===== config.mk =====
export PLATFORM = sky130hd
export DESIGN_NAME = serial_word_matcher
export DESIGN_NICKNAME = d
export VERILOG_FILES = /design/src/rtl/swm_pkg.sv /design/src/rtl/comparator_generic.sv /design/src/rtl/serial_word_matcher.sv
export SDC_FILE = /design/constraint.sdc
export NUM_CORES = 1
export LEC_CHECK = 0
export CORE_UTILIZATION = 35
export CTS_CLUSTER_DIAMETER = 30
export CTS_CLUSTER_SIZE = 28
export DETAILED_ROUTE_END_ITERATION = 12
export PLACE_DENSITY = 0.62
export SYNTH_ARGS = -nofsm -noshare
export SYNTH_HDL_FRONTEND = slang
export SYNTH_HIERARCHICAL = 1
export SYNTH_SLANG_ARGS = --single-unit

===== constraint.sdc =====
create_clock -name clk -period 5.75 [get_ports clk]
set_input_delay 1.15 -clock clk [delete_from_list [all_inputs] [get_ports clk]]
set_output_delay 1.15 -clock clk [all_outputs]
set_load 0.1 [all_outputs]

===== src/rtl/swm_pkg.sv =====
// Shared types for the serial word matcher: controller state encoding.
package swm_pkg;

  typedef enum logic [1:0] {
    S_IDLE = 2'd0,
    S_FILL = 2'd1,
    S_RUN  = 2'd2
  } swm_state_t;

endpackage


===== src/rtl/comparator_generic.sv =====
// Parameterised equality comparator between two WIDTH-bit words.
module comparator_generic #(
  parameter int WIDTH = 4
) (
  input  logic [WIDTH-1:0] first_word,
  input  logic [WIDTH-1:0] second_word,
  output logic             equal
);

  assign equal = (first_word == second_word);

endmodule


===== src/rtl/serial_word_matcher.sv =====
// Deserialises a valid-qualified MSB-first bit stream into WIDTH-bit words and
// compares each word with a programmed pattern, in framed or sliding-window mode.
module serial_word_matcher
  import swm_pkg::*;
#(
  parameter int WIDTH = 4,
  parameter int CNT_W = 8
) (
  input  logic             clk,
  input  logic             rst,
  input  logic             load_pattern,
  input  logic [WIDTH-1:0] pattern_in,
  input  logic             mode_sliding,
  input  logic             bit_valid,
  input  logic             bit_in,
  input  logic             count_clr,
  output logic             match_valid,
  output logic             match,
  output logic [CNT_W-1:0] match_count,
  output logic             count_sat,
  output logic             armed
);

  localparam int FW = $clog2(WIDTH + 1);

  swm_state_t       state;
  logic [WIDTH-1:0] pattern;
  logic [WIDTH-1:0] shreg;
  logic [WIDTH-1:0] shreg_nxt;
  logic [FW-1:0]    fill_cnt;
  logic             accept;
  logic             fill_done;
  logic             cmp_evt;
  logic             word_eq;

  function automatic logic [CNT_W-1:0] sat_inc(input logic [CNT_W-1:0] c);
    return (c == {CNT_W{1'b1}}) ? c : c + CNT_W'(1);
  endfunction

  // A load on the same cycle as a valid bit drops the bit.
  always_comb begin
    accept    = bit_valid && (state != S_IDLE) && !load_pattern;
    shreg_nxt = accept ? {shreg[WIDTH-2:0], bit_in} : shreg;
    fill_done = (fill_cnt == FW'(WIDTH - 1));
    cmp_evt   = 1'b0;
    if (accept) begin
      case (state)
        S_FILL:  cmp_evt = fill_done;
        S_RUN:   cmp_evt = mode_sliding;
        default: cmp_evt = 1'b0;
      endcase
    end
  end

  comparator_generic #(
    .WIDTH(WIDTH)
  ) u_cmp (
    .first_word (shreg_nxt),
    .second_word(pattern),
    .equal      (word_eq)
  );

  always_ff @(posedge clk) begin
    if (rst) begin
      state       <= S_IDLE;
      pattern     <= '0;
      shreg       <= '0;
      fill_cnt    <= '0;
      armed       <= 1'b0;
      match_valid <= 1'b0;
      match       <= 1'b0;
      match_count <= '0;
      count_sat   <= 1'b0;
    end else begin
      match_valid <= cmp_evt;
      if (cmp_evt) match <= word_eq;

      if (load_pattern) begin
        pattern  <= pattern_in;
        shreg    <= '0;
        fill_cnt <= '0;
        state    <= S_FILL;
        armed    <= 1'b1;
      end else if (accept) begin
        shreg <= shreg_nxt;
        case (state)
          S_FILL: begin
            if (fill_done) begin
              fill_cnt <= '0;
              if (mode_sliding) state <= S_RUN;
            end else begin
              fill_cnt <= fill_cnt + FW'(1);
            end
          end
          // Leaving sliding mode: the current bit is the first of a new word.
          S_RUN: begin
            if (!mode_sliding) begin
              fill_cnt <= FW'(1);
              state    <= S_FILL;
            end
          end
          default: state <= state;
        endcase
      end

      if (count_clr) begin
        match_count <= '0;
        count_sat   <= 1'b0;
      end else if (cmp_evt && word_eq) begin
        match_count <= sat_inc(match_count);
        count_sat   <= (sat_inc(match_count) == {CNT_W{1'b1}});
      end
    end
  end

endmodule


==> reports/metrics.cfg, run 1 <==
[cts]
tritoncts=yes
clockBufferDepth=2
worstSkewPairLatency_ns=0.27
cts.sinks=25
clk_pin_slew_ns=0.09
cts_hold_buffers=0
cts-buffers-inserted=3
cts_resized=0
post_cts.repair.setup_buffers=0
cts_max_level=1
cts_root_buffer=clkbuf_8

[yosys]
synthMuxAreaShare=0.0657
synth_top_family_by_area=simple AND/OR/NAND/NOR gates
yosys-top-cells-area=dfxtp_1 (39%), nor2_1 (5.2%), ha_1 (4.8%)
ys_ff_latch=25
synth_top_flop_cell=dfxtp_1
synth_largest_area_cell=dfxtp_1
synth-edff-count=0
synthMostInstantiatedCell=dfxtp_1
synthArstFlopShare=0
syn_avg_cell_area_um2=8.87
yosysSeqAreaShare=0.386
ys_top_cells_by_count=dfxtp_1 (25), nor2_1 (18), nand2_1 (8)
synth_xor_area_frac=0.0473
yosys_warnings=6
synth-simple-area-share=0.256
synth.distinct_cells=40
netlist_area_um2=1290
syn-num-nets=162
synthAdderAreaFrac=0.0483
synth_compound_area_frac=0.146
synth_top_area_share=0.386
syn_inst=146

[pwr]
irDropWorstVdd_mv=0.106
p_leak_nw=0.585
power.density_nw_per_um2=198
finalPower_mw=0.312

[finish]
multi_input_area_um2=729
final.fill_count=344
num_antenna_cells=0
regArea_um2=500
drive_gt1_frac=0.0909
finalNetCount=182
syn_to_final_growth_pct=21.6
utilization=0.458

[global_routing]
grt_first_pass_wirelength_mm=4.62
antenna_found_initial=0
grt_max_degree=14
grt_pass1_vias=1007
grt_usage=0.149
gr-total-overflow=0

[floorplan]
dieWidth_um=62.8
num_io_pins=23
die_area_um2=3950
core-area_um2=3440
num_rows=21
chipHeight_um=62.8
start_util=0.376

[outcome]
status=complete, no violations

[drt]
drc_errors=0
finalWirelength_mm=2.74
first_iter_violations=54
wl_per_cell_um=13.0
firstDrtPassIters=4
antenna_left=0
via_count=1077
via_per_inst=5.10

[job]
cap_violations=0

[sta]
fmax_ghz=0.259
fin_crit_sh=0.671
holdWs_ns=0.471
drv_slew=0
tns_ns=0
worst_pin_slew_ns=0.973
setup_violations=0
fin_crit_ns=3.86
rsz0062_at_grt=no
fin_worst_skew_ns=0.00178
slew_headroom=0.349
hold_viol=0

[worst_setup_path]
critPathMaxFanout=12
cp-end-kind=flop
cp.required_ns=5.92
arrival_ns=4.03
critPathKind=primary input to flop
cp-start-kind=primary input

[placed_design]
hpwlAfterDp_mm=1.97
portBuffers=22
gp_congestion=0.846

[worst_hold_path]
min_path_type=flop to flop

==> cells by family (layout without fill, tap and decap cells) <==
kind of cell,after synthesis,count (layout)
buffers and inverters,13,32
adders and majority gates,5,5
xor gates and xnor gates,7,7
DFF,25,25
and+or+nand+nor,60,60
AOI/OAI and AO/OA,28,28
muxes,8,8
==> critical path, cell delays in order <==
cell             delay [ns]
clkdlybuf4s50_1        0.63
nor3b_4                0.46
mux2_2                 0.40
xor2_1                 0.15
nor4_2                 0.30
o2111ai_2              0.34
nor3_1                 0.35
nand3_1                0.11
o211a_1                0.13
==> routing by layer <==
metal,vias to the layer above,part of all wire,GRT usage
li1,555,-,-
met1,499,0.50,0.193
met2,18,0.46,0.236
met3,5,0.025,0.0237
met4,0,0.021,0.0785
met5,-,0,0
==> per-stage QoR <==
step | worst slack [ns] | instances | area (um^2)
2_1_floorplan | 2.39 | 146 | 1290
3_3_place_gp | 1.74 | 207 | 1530
3_5_place_dp | 1.60 | 207 | 1530
4_1_cts | 1.88 | 211 | 1580
5_1_grt | 1.68 | 211 | 1580
6_report | 1.89 | 211 | 1580
==> sequential cells by signal, indices dropped and copies added, names as in the netlist <==
name / count
armed: 1
shreg: 4
match_valid: 1
fill_cnt: 3
match_count: 8
match: 1
pattern: 4
count_sat: 1
state: 2
==> cell type report <==
type | instances | share of cell area
Multi-Input combinational cell | 108 | 0.463
Sequential cell | 25 | 0.318
Timing Repair Buffer | 22 | 0.140
Tap cell | 46 | 0.0365
Clock buffer | 4 | 0.0286
Inverter | 6 | 0.0143
==> worst paths after layout <==
| kind | startpoint | end | slack (ns) | cells after the start |
|---|---|---|---|---|
| max reg2reg | state[0]$_SDFFE_PP0P_ | match_count[7]$_SDFFE_PP0P_ | 2.83 | 10 |
| min reg2reg | armed$_SDFFE_PP0P_ | armed$_SDFFE_PP0P_ | 0.47 | 2 |
| min | armed$_SDFFE_PP0P_ | armed$_SDFFE_PP0P_ | 0.47 | 2 |
| max | load_pattern | match_count[7]$_SDFFE_PP0P_ | 1.89 | 9 |
==> cells in the final DEF, fill, tap and decap left out, types with 4 or more instances in the layout <==
master           netlist  final
a21oi_1                6      6
a31oi_1                4      4
clkdlybuf4s50_1        0     22
dfxtp_1               25     25
ha_1                   5      5
inv_1                  6      6
mux2_2                 4      4
mux2i_1                4      4
nand2_1                8      8
nand3_1                6      6
nor2_1                18     18
nor2b_1                6      6
nor3_1                 6      6
o21ai_0                6      6
xor2_1                 4      4
==> where the power goes <==
group	internal, mW	total, mW	switching, mW
combinational	0.0136	0.0285	0.0149
clock	0.0497	0.106	0.0565
sequential	0.176	0.178	0.00191
Note: power is estimated with default switching activity, not from simulation.
==> inputs of run 2 (changes only) <==
==> constraint.sdc (replaced) <==
create_clock -name clk -period 4 [get_ports clk]
set_input_delay 0.8 -clock clk [delete_from_list [all_inputs] [get_ports clk]]
set_output_delay 0.8 -clock clk [all_outputs]
set_load 0.1 [all_outputs]
==> run 2 against run 1 <==
Against the previous run:
- sequential cell count is the same
- non-clock buffer count rose by 1
- first-iteration DRC count increased by 3.7%
- sequential share of layout area decreased by 0.15 points
- sequential power grew 43%
- global-route usage increased by 0.69 points
- core utilization rose by 0.22 points
- clock power increased by 42%
- power up 43%
- via count increased by 2.0%
==> reports/metrics.cfg, run 2 (synthesis results as in run 1) <==
[drt]
antenna_left=0
met2_length_mm=1.26
via_count=1099
first_iter_violations=56
wl_per_cell_um=13.2
finalWirelength_mm=2.80
via_per_inst=5.18
highest_layer=met4
drc_errors=0
routed-wl-met3_um=69
m1WireLength_mm=1.42
firstDrtPassIters=4

[cts]
post_cts.repair.setup_buffers=0
cts.sinks=25
worstSkewPairLatency_ns=0.27
cts_resized=0
cts-buffers-inserted=3
cts_root_buffer=clkbuf_8
clockBufferDepth=2
clk_pin_slew_ns=0.09
cts_hold_buffers=0
tritoncts=yes
cts_max_level=1

[worst_setup_path]
cp-start-kind=primary input
crit_family=simple AND/OR/NAND/NOR gates
r2r_slack_ns=1.04
slowest_delay_ns=0.47
critPathMaxFanout=12
cp_cell_sequence=clkdlybuf4s50_1 -> nor3b_4 -> mux2_2 -> xor2_1 -> nor4_2 -> o2111ai_2 -> nor3_1 -> a31oi_1 -> o21a_1
critPathKind=primary input to flop
rr_endpoint=match_count[6]$_SDFFE_PP0P_
worst_r2r_path_depth=10
crit-reg2reg-launch=state[0]$_SDFFE_PP0P_
arrival_ns=3.49
crit_cells=9
cpMaxStageDelayCell=clkdlybuf4s50_1
cp.required_ns=4.17
cp-end-kind=flop
crit_buf_inv=1

[sta]
fin_worst_skew_ns=0.00408
fmax_ghz=0.301
slew_headroom=0.346
tns_ns=0
drv_slew=0
hold_viol=0
fin_crit_sh=0.830
setup_ws_ns=0.678
worst_pin_slew_ns=0.978
rsz0062_at_grt=no
holdWs_ns=0.471
fin_crit_ns=3.32
setup_violations=0

[finish]
final_cell_mix=dfxtp_1 (25), clkdlybuf4s50_1 (22), nor2_1 (18), nand2_1 (8)
largest_reg_flops=8
reg_top3=match_count (8), pattern (4), shreg (4)
final_cell_area_um2=1580
finalNetCount=183
final-instance-count-excl-fill=212
final.fill_count=361
num_antenna_cells=0
top_register=match_count
drive_gt1_frac=0.0964
layout_commonest_cell=dfxtp_1
syn_to_final_growth_pct=22.2

[pwr]
p_leak_nw=0.590
power.density_nw_per_um2=283
irDropWorstVdd_mv=0.167

[global_routing]
antenna_found_initial=0
grt_max_degree=14
grt_pass1_vias=1055
gr-total-overflow=0
grt_first_pass_wirelength_mm=4.93
grt_usage=0.156

[placed_design]
gp_congestion=0.801
preCtsSetupSlack_ns=0.417
hpwlAfterDp_mm=2.10
placed_cell_area_um2=1540
dp.cells=208
portBuffers=22

[floorplan]
num_rows=21
start_util=0.376
chipHeight_um=62.8
core-area_um2=3440
dieWidth_um=62.8
die_area_um2=3950
num_io_pins=23

[worst_hold_path]
min_path_type=flop to flop
worstHoldPathCells=2
worstHoldStart=armed$_SDFFE_PP0P_
whs_endpoint=armed$_SDFFE_PP0P_

[job]
cap_violations=0

[outcome]
status=complete, no violations

-- run 2: cell types whose count changed in the layout (fill, tap and decap cells not counted), sizes merged --
cell / previous run / this run
buf: 0 / 1
-- run 2: power by group --
| group | internal, mW | switching [mW] |
|---|---|---|
| registers | 0.253 | 0.00266 |
| logic | 0.0202 | 0.0219 |
| clock network | 0.0712 | 0.0793 |
| total | 0.344 | 0.104 |
-- run 2: cell type report --
cell class	count	area [um^2]	area share
flip-flops and latches	25	500	0.316
well taps	46	57.6	0.0364
inverters	6	22.5	0.0142
clock buffers	4	45.0	0.0285
repair buffers	23	228	0.144
multi-input cells	108	729	0.461
-- run 2: per-layer routing --
metal  vias to the layer above  track usage
met5                         -            0
met4                         0       0.0523
met3                         6       0.0237
met2                        17        0.258
met1                       514        0.205
li1                        562            -
-- run 2: worst register-to-register path: cells and delay by family, from the launching register on --
| family | cells | cell delay, ns |
|---|---|---|
| compound gates | 3 | 0.58 |
| buf+inv | 1 | 0.07 |
| xor+xnor | 1 | 0.15 |
| fa+ha+maj | 1 | 0.23 |
| simple gates | 3 | 1.05 |
| flops | 1 | 0.36 |
| mux | 1 | 0.41 |
-- run 2: worst max path at each step --
| stage | start | end | slack, ns |
|---|---|---|---|
| final | load_pattern | match_count[6]$_SDFFE_PP0P_ | 0.68 |
| after global routing | load_pattern | match_count[6]$_SDFFE_PP0P_ | 0.48 |
| after CTS | load_pattern | match_count[6]$_SDFFE_PP0P_ | 0.69 |
| after detailed placement | load_pattern | match_count[6]$_SDFFE_PP0P_ | 0.42 |
| after global placement | load_pattern | match_count[6]$_SDFFE_PP0P_ | 0.52 |
| after floorplan | load_pattern | match_count[7]$_SDFFE_PP0P_ | 0.99 |
-- run 2: stage by stage --
step	utilization	total power, mW
after floorplan	-	0.288
after global placement	0.447	0.303
after detailed placement	0.447	0.303
after CTS	0.460	0.453
after global routing	0.460	0.469
final	0.460	0.448
